$ cat src/rtl/rx_pkg.sv
// Shared types and parameter limits for the serial receive frame controller.
//   rx_state_t    : receive FSM state encoding
//   params_legal  : elaboration check of CLKS_PER_BIT / DATA_BITS / PARITY_EN
package rx_pkg;

    typedef enum logic [2:0] {
        IDLE   = 3'd0,
        START  = 3'd1,
        DATA   = 3'd2,
        PARITY = 3'd3,
        STOP   = 3'd4
    } rx_state_t;

    localparam int unsigned MIN_CLKS_PER_BIT = 4;
    localparam int unsigned MIN_DATA_BITS    = 5;
    localparam int unsigned MAX_DATA_BITS    = 9;

    // True when the parameter set is inside the supported range.
    function automatic bit params_legal(input int unsigned clks_per_bit,
                                        input int unsigned data_bits,
                                        input int unsigned parity_en);
        return (clks_per_bit >= MIN_CLKS_PER_BIT) &&
               (data_bits >= MIN_DATA_BITS) &&
               (data_bits <= MAX_DATA_BITS) &&
               (parity_en <= 1);
    endfunction

endpackage

$ cat src/rtl/rx_sync.sv
// Two-flop synchroniser for asynchronous inputs; reset drives the output to
// all ones so an idle-high serial line never looks like a start edge.
//   clk, rst : clock, async active-high reset
//   d        : asynchronous input
//   q        : synchronised output (2 cycles of latency)
module rx_sync #(
    parameter int unsigned WIDTH = 1
) (
    input  logic             clk,
    input  logic             rst,
    input  logic [WIDTH-1:0] d,
    output logic [WIDTH-1:0] q
);

    logic [WIDTH-1:0] meta;

    always_ff @(posedge clk or posedge rst) begin
        if (rst) begin
            meta <= '1;
            q    <= '1;
        end else begin
            meta <= d;
            q    <= meta;
        end
    end

endmodule

$ cat src/rtl/rx_frame_ctrl.sv
// Serial receive frame controller: synchronises rx_data, qualifies start bits,
// samples data/parity/stop at mid-bit and hands good bytes to a one-deep
// valid/ready output register.
//   clk, rst   : clock, async active-high reset
//   en         : enables detection of new frames (a running frame completes)
//   rx_data    : serial line, idle high
//   rx_start   : pulse when a start bit is confirmed
//   busy       : receiver not idle
//   out_data / out_valid / out_ready : received byte handshake
//   frame_err  : pulse on bad stop bit or parity error
//   overrun    : pulse when a good frame is dropped because the output is full
module rx_frame_ctrl
    import rx_pkg::*;
#(
    parameter int unsigned CLKS_PER_BIT = 5,
    parameter int unsigned DATA_BITS    = 8,
    parameter int unsigned PARITY_EN    = 0
) (
    input  logic                 clk,
    input  logic                 rst,
    input  logic                 en,
    input  logic                 rx_data,
    output logic                 rx_start,
    output logic                 busy,
    output logic [DATA_BITS-1:0] out_data,
    output logic                 out_valid,
    input  logic                 out_ready,
    output logic                 frame_err,
    output logic                 overrun
);

    localparam int unsigned CNT_W = $clog2(CLKS_PER_BIT);
    localparam int unsigned IDX_W = $clog2(DATA_BITS + 1);

    localparam logic [CNT_W-1:0] CNT_HALF = CNT_W'(CLKS_PER_BIT / 2);
    localparam logic [CNT_W-1:0] CNT_LAST = CNT_W'(CLKS_PER_BIT - 1);
    localparam logic [IDX_W-1:0] IDX_LAST = IDX_W'(DATA_BITS - 1);

    if (!params_legal(CLKS_PER_BIT, DATA_BITS, PARITY_EN)) begin : g_param_check
        $error("rx_frame_ctrl: unsupported CLKS_PER_BIT/DATA_BITS/PARITY_EN");
    end

    rx_state_t            state_q, state_d;
    logic [CNT_W-1:0]     cnt_q, cnt_d;
    logic [IDX_W-1:0]     idx_q, idx_d;
    logic [DATA_BITS-1:0] shift_q, shift_d;
    logic                 par_q, par_d;
    logic                 perr_q, perr_d;
    logic                 rxs, rxs_prev;
    logic                 start_edge_c;
    logic                 start_ok_c;
    logic                 stop_sample_c;

    // Line synchroniser plus one history flop for edge detection
    rx_sync #(.WIDTH(1)) u_sync (
        .clk (clk),
        .rst (rst),
        .d   (rx_data),
        .q   (rxs)
    );

    always_ff @(posedge clk or posedge rst) begin
        if (rst) rxs_prev <= 1'b1;
        else     rxs_prev <= rxs;
    end

    assign start_edge_c = rxs_prev & ~rxs;

    // State, counters, shift register and parity accumulator
    always_ff @(posedge clk or posedge rst) begin
        if (rst) begin
            state_q <= IDLE;
            cnt_q   <= '0;
            idx_q   <= '0;
            shift_q <= '0;
            par_q   <= 1'b0;
            perr_q  <= 1'b0;
        end else begin
            state_q <= state_d;
            cnt_q   <= cnt_d;
            idx_q   <= idx_d;
            shift_q <= shift_d;
            par_q   <= par_d;
            perr_q  <= perr_d;
        end
    end

    // Next-state and sampling decisions
    always_comb begin
        state_d       = state_q;
        cnt_d         = cnt_q;
        idx_d         = idx_q;
        shift_d       = shift_q;
        par_d         = par_q;
        perr_d        = perr_q;
        start_ok_c    = 1'b0;
        stop_sample_c = 1'b0;

        case (state_q)
            IDLE: begin
                if (en && start_edge_c) begin
                    state_d = START;
                    // The edge cycle itself is tick 0, so the next cycle is tick 1.
                    cnt_d   = CNT_W'(1);
                end
            end

            START: begin
                if (cnt_q == CNT_HALF) begin
                    cnt_d = '0;
                    if (rxs) begin
                        state_d = IDLE;
                    end else begin
                        start_ok_c = 1'b1;
                        idx_d      = '0;
                        par_d      = 1'b0;
                        perr_d     = 1'b0;
                        state_d    = DATA;
                    end
                end else begin
                    cnt_d = cnt_q + CNT_W'(1);
                end
            end

            DATA: begin
                if (cnt_q == CNT_LAST) begin
                    cnt_d   = '0;
                    shift_d = {rxs, shift_q[DATA_BITS-1:1]};
                    par_d   = par_q ^ rxs;
                    if (idx_q == IDX_LAST) begin
                        idx_d   = '0;
                        state_d = (PARITY_EN != 0) ? PARITY : STOP;
                    end else begin
                        idx_d = idx_q + IDX_W'(1);
                    end
                end else begin
                    cnt_d = cnt_q + CNT_W'(1);
                end
            end

            PARITY: begin
                if (cnt_q == CNT_LAST) begin
                    cnt_d   = '0;
                    perr_d  = par_q ^ rxs;
                    state_d = STOP;
                end else begin
                    cnt_d = cnt_q + CNT_W'(1);
                end
            end

            STOP: begin
                if (cnt_q == CNT_LAST) begin
                    cnt_d         = '0;
                    stop_sample_c = 1'b1;
                    state_d       = IDLE;
                end else begin
                    cnt_d = cnt_q + CNT_W'(1);
                end
            end

            default: begin
                state_d = IDLE;
                cnt_d   = '0;
                idx_d   = '0;
            end
        endcase
    end

    // Registered status pulses and the one-deep output register
    always_ff @(posedge clk or posedge rst) begin
        if (rst) begin
            rx_start  <= 1'b0;
            busy      <= 1'b0;
            out_data  <= '0;
            out_valid <= 1'b0;
            frame_err <= 1'b0;
            overrun   <= 1'b0;
        end else begin
            rx_start  <= start_ok_c;
            busy      <= (state_d != IDLE);
            frame_err <= 1'b0;
            overrun   <= 1'b0;

            if (out_valid && out_ready) begin
                out_valid <= 1'b0;
            end

            if (stop_sample_c) begin
                if (!rxs || perr_q) begin
                    frame_err <= 1'b1;
                end else if (!out_valid || out_ready) begin
                    // Empty, or the held byte is consumed this same cycle.
                    out_data  <= shift_q;
                    out_valid <= 1'b1;
                end else begin
                    overrun <= 1'b1;
                end
            end
        end
    end

endmodule
$ cat config.mk
export PLATFORM = sky130hd
export DESIGN_NAME = rx_frame_ctrl
export DESIGN_NICKNAME = d
export VERILOG_FILES = /design/src/rtl/rx_pkg.sv /design/src/rtl/rx_sync.sv /design/src/rtl/rx_frame_ctrl.sv
export SDC_FILE = /design/constraint.sdc
export NUM_CORES = 1
export LEC_CHECK = 0
export CORE_AREA = 2 2 77 79
export DETAILED_ROUTE_END_ITERATION = 8
export DIE_AREA = 0 0 79 81
export PLACE_DENSITY = 0.44
export SYNTH_ARGS = -nofsm -noshare
export SYNTH_HDL_FRONTEND = slang
export SYNTH_HIERARCHICAL = 1
export SYNTH_SLANG_ARGS = --single-unit
$ cat constraint.sdc
create_clock -name clk -period 4.51 [get_ports clk]
set_input_delay 0.6765 -clock clk [delete_from_list [all_inputs] [get_ports clk]]
set_output_delay 0.6765 -clock clk [all_outputs]
set_load 0.02 [all_outputs]
==> results.json <==
{
  "wl_mm": 3.106,
  "wl_per_cell_um": 12.57,
  "ys_warn_count": 6,
  "p_comb_frac": 0.254,
  "clk_pin_slew_ps": 70,
  "area_delta_synth_final_pct": 22.77,
  "tns_ps": 0,
  "die_h_um": 81,
  "tightest_slew_ps": 602.1,
  "cts-buffers-inserted": 5,
  "drt-vias-per-instance": 4.660,
  "pwr-share-seq": 0.465,
  "grt_usage": 0.1141,
  "yosys.cell_types.count": 42,
  "remaining_drc_errors": 0,
  "max-cap-violations": 0,
  "worst_path_max_delay_cell": "dfrtp_1",
  "setup_viol": 0,
  "placementRows": 28,
  "die-area_um2": 6399,
  "slew_violations": 0,
  "cts_tree": "yes",
  "crit_buf_inv": 1,
  "dp_hpwl_mm": 2.287,
  "cts_root_buf": "clkbuf_8",
  "ctsResizeCount": 0,
  "cts.sinks": 36,
  "ys_seq_area_frac": 0.5657,
  "design_area_um2": 1963,
  "critical_path.max_stage_delay_ps": 390,
  "grt_max_degree": 24,
  "fin_skew_ps": 9.426,
  "core_um2": 5675,
  "vias": 1151,
  "post-route-period-util": 0.4538,
  "ant_nets": 0,
  "end_kind": "register",
  "ios": 18,
  "drt_iter0_markers": 58,
  "fin_nets": 180,
  "synth.cell_area_um2": 1599,
  "cp_data_arrival_time_ps": 2210,
  "p_clk_frac": 0.281,
  "htree_levels": 2,
  "switching_share": 0.3305,
  "cts_setup_buffers": 0,
  "place_congestion": 0.7053,
  "power_w": 0.001000,
  "die_w_um": 79,
  "overflow": 0,
  "grt_pass1_wl_mm": 5.747,
  "ir_drop_mv": 0.2185,
  "power_density_nw_per_um2": 509.5,
  "cp_cell_sequence": "inv_1, ha_1, and2_1, nand4_1, nand2b_1, mux2_1",
  "power_switching_w": 0.0003306,
  "hold_class": "register to register",
  "synth-main-ff-cell": "dfrtp_1",
  "diodes": 0,
  "rsz0062_at_grt": "no",
  "critical_path.max_fanout": 8,
  "antenna_found_initial": 0,
  "status": "finished clean",
  "relSlewSlack": 0.5964,
  "hold_buffers": 0,
  "synth.ff_latch_count": 36,
  "drt_first_pass_iters": 4,
  "cp.required_ps": 4680,
  "crit_family": "simple AND/OR/NAND/NOR gates",
  "initial_core_util": 0.2817,
  "finalHoldViolations": 0,
  "drive_above_1_share": 0.1221,
  "io_buffers": 17,
  "synth.net_count": 159,
  "clock.fmax_ghz": 0.4886,
  "crit_type": "register to register",
  "async_reset_ff_frac": 1.000,
  "synth_enable_flop_cells": 0,
  "worstSetupStartpointType": "register",
  "clock_path_buffers": 2,
  "p_leak_nw": 0.9306,
  "avgSynthCellArea_um2": 10.66,
  "clock_latency_ps": 290,
  "grt_pass1_vias": 1214,
  "synthCells": 150,
  "p_int_w": 0.0006697,
  "fin_crit_ps": 2047,
  "placed_cell_area_um2": 1852
}
-- flip-flops by register name, indices dropped and copies added, names as in the netlist, 3 cells and up --
signal,flops
state_q,3
cnt_q,3
out_data,8
idx_q,4
shift_q,8
-- per-layer routing --
| layer | wire length (um) | share of wire | GRT usage | vias up |
|---|---|---|---|---|
| li1 | - | - | - | 555 |
| met1 | 1487 | 0.48 | 0.1438 | 564 |
| met2 | 1452 | 0.47 | 0.1932 | 28 |
| met3 | 139 | 0.045 | 0.03222 | 4 |
| met4 | 27 | 0.0087 | 0.03103 | 0 |
| met5 | 0 | 0 | 0 | - |
-- layout make-up --
type	count	area [um2]
Clock buffer	5	68.82
Clock inverter	3	42.54
Fill cell	603	3712
Inverter	8	30.03
Multi-Input combinational cell	102	645.6
Sequential cell	36	904.6
Tap cell	75	93.84
Timing Repair Buffer	18	177.7
-- cell usage after synthesis, drive strengths merged (2+ instances only) --
library cell,n,area share
or4,2,0.0094
nand3,5,0.016
nand4,3,0.012
mux2,8,0.056
ha,4,0.031
o21ai,4,0.013
buf,3,0.0094
inv,8,0.019
nor2b,2,0.0078
nor3,2,0.0094
a21oi,2,0.0063
dfstp,3,0.049
dfrtp,33,0.52
or3,2,0.0078
nand2,31,0.073
nor2,12,0.030
nand2b,5,0.020
a22o,2,0.011
-- power by group through the flow --
| stage | logic, W | registers [W] | clock network (W) |
|---|---|---|---|
| after floorplan | 0.000217 | 0.000441 | 0 |
| after global placement | 0.000248 | 0.000471 | 0 |
| after detailed placement | 0.000259 | 0.000472 | 0 |
| after CTS | 0.000259 | 0.000467 | 0.000292 |
| after global routing | 0.000301 | 0.000481 | 0.000309 |
| final | 0.000254 | 0.000466 | 0.000281 |
-- layout by cell type, fill, tap and decap left out, types with 4 or more instances in the layout --
cell type        count
nor2_1              11
nand3_1              5
nand2b_1             5
dfrtp_1             33
clkdlybuf4s50_1     17
mux2_2               4
clkbuf_8             5
ha_1                 4
mux2_1               4
inv_1                7
nand2_1             31
-- kinds of logic after synthesis --
logic type               share of synthesized area
AO/OA/AOI/OAI                              0.09469
XOR/XNOR                                  0.005478
adder cells (fa/ha/maj)                    0.03130
buffers and inverters                      0.03051
flip-flops                                  0.5657
multiplexers                               0.06259
AND/OR/NAND/NOR                             0.2097
-- metrics by stage --
| stage | hold slack, ps | utilization | cells | setup WS [ps] |
|---|---|---|---|---|
| 6_report | 356.8 | 0.3459 | 247 | 2463 |
| 5_1_grt | 365.5 | 0.3459 | 247 | 2282 |
| 4_1_cts | 357.6 | 0.3459 | 247 | 2405 |
| 3_5_place_dp | 346.8 | 0.3263 | 239 | 2407 |
| 3_3_place_gp | 347.2 | 0.3263 | 239 | 2457 |
| 2_1_floorplan | 345.2 | - | 150 | 2657 |
-- final timing paths --
check	from	end	slack (ps)	depth (start not counted)
min reg2reg	u_sync/meta	u_sync/q	360	0
max reg2reg	cnt_q[0]	out_data[0]	2460	6
max in group asynchronous	rst	rxs_prev	3080	3
min in group asynchronous	rst	par_q	710	2
min	u_sync/meta	u_sync/q	360	0
max	cnt_q[0]	out_data[0]	2460	6
(Power assumes the default switching activity.)
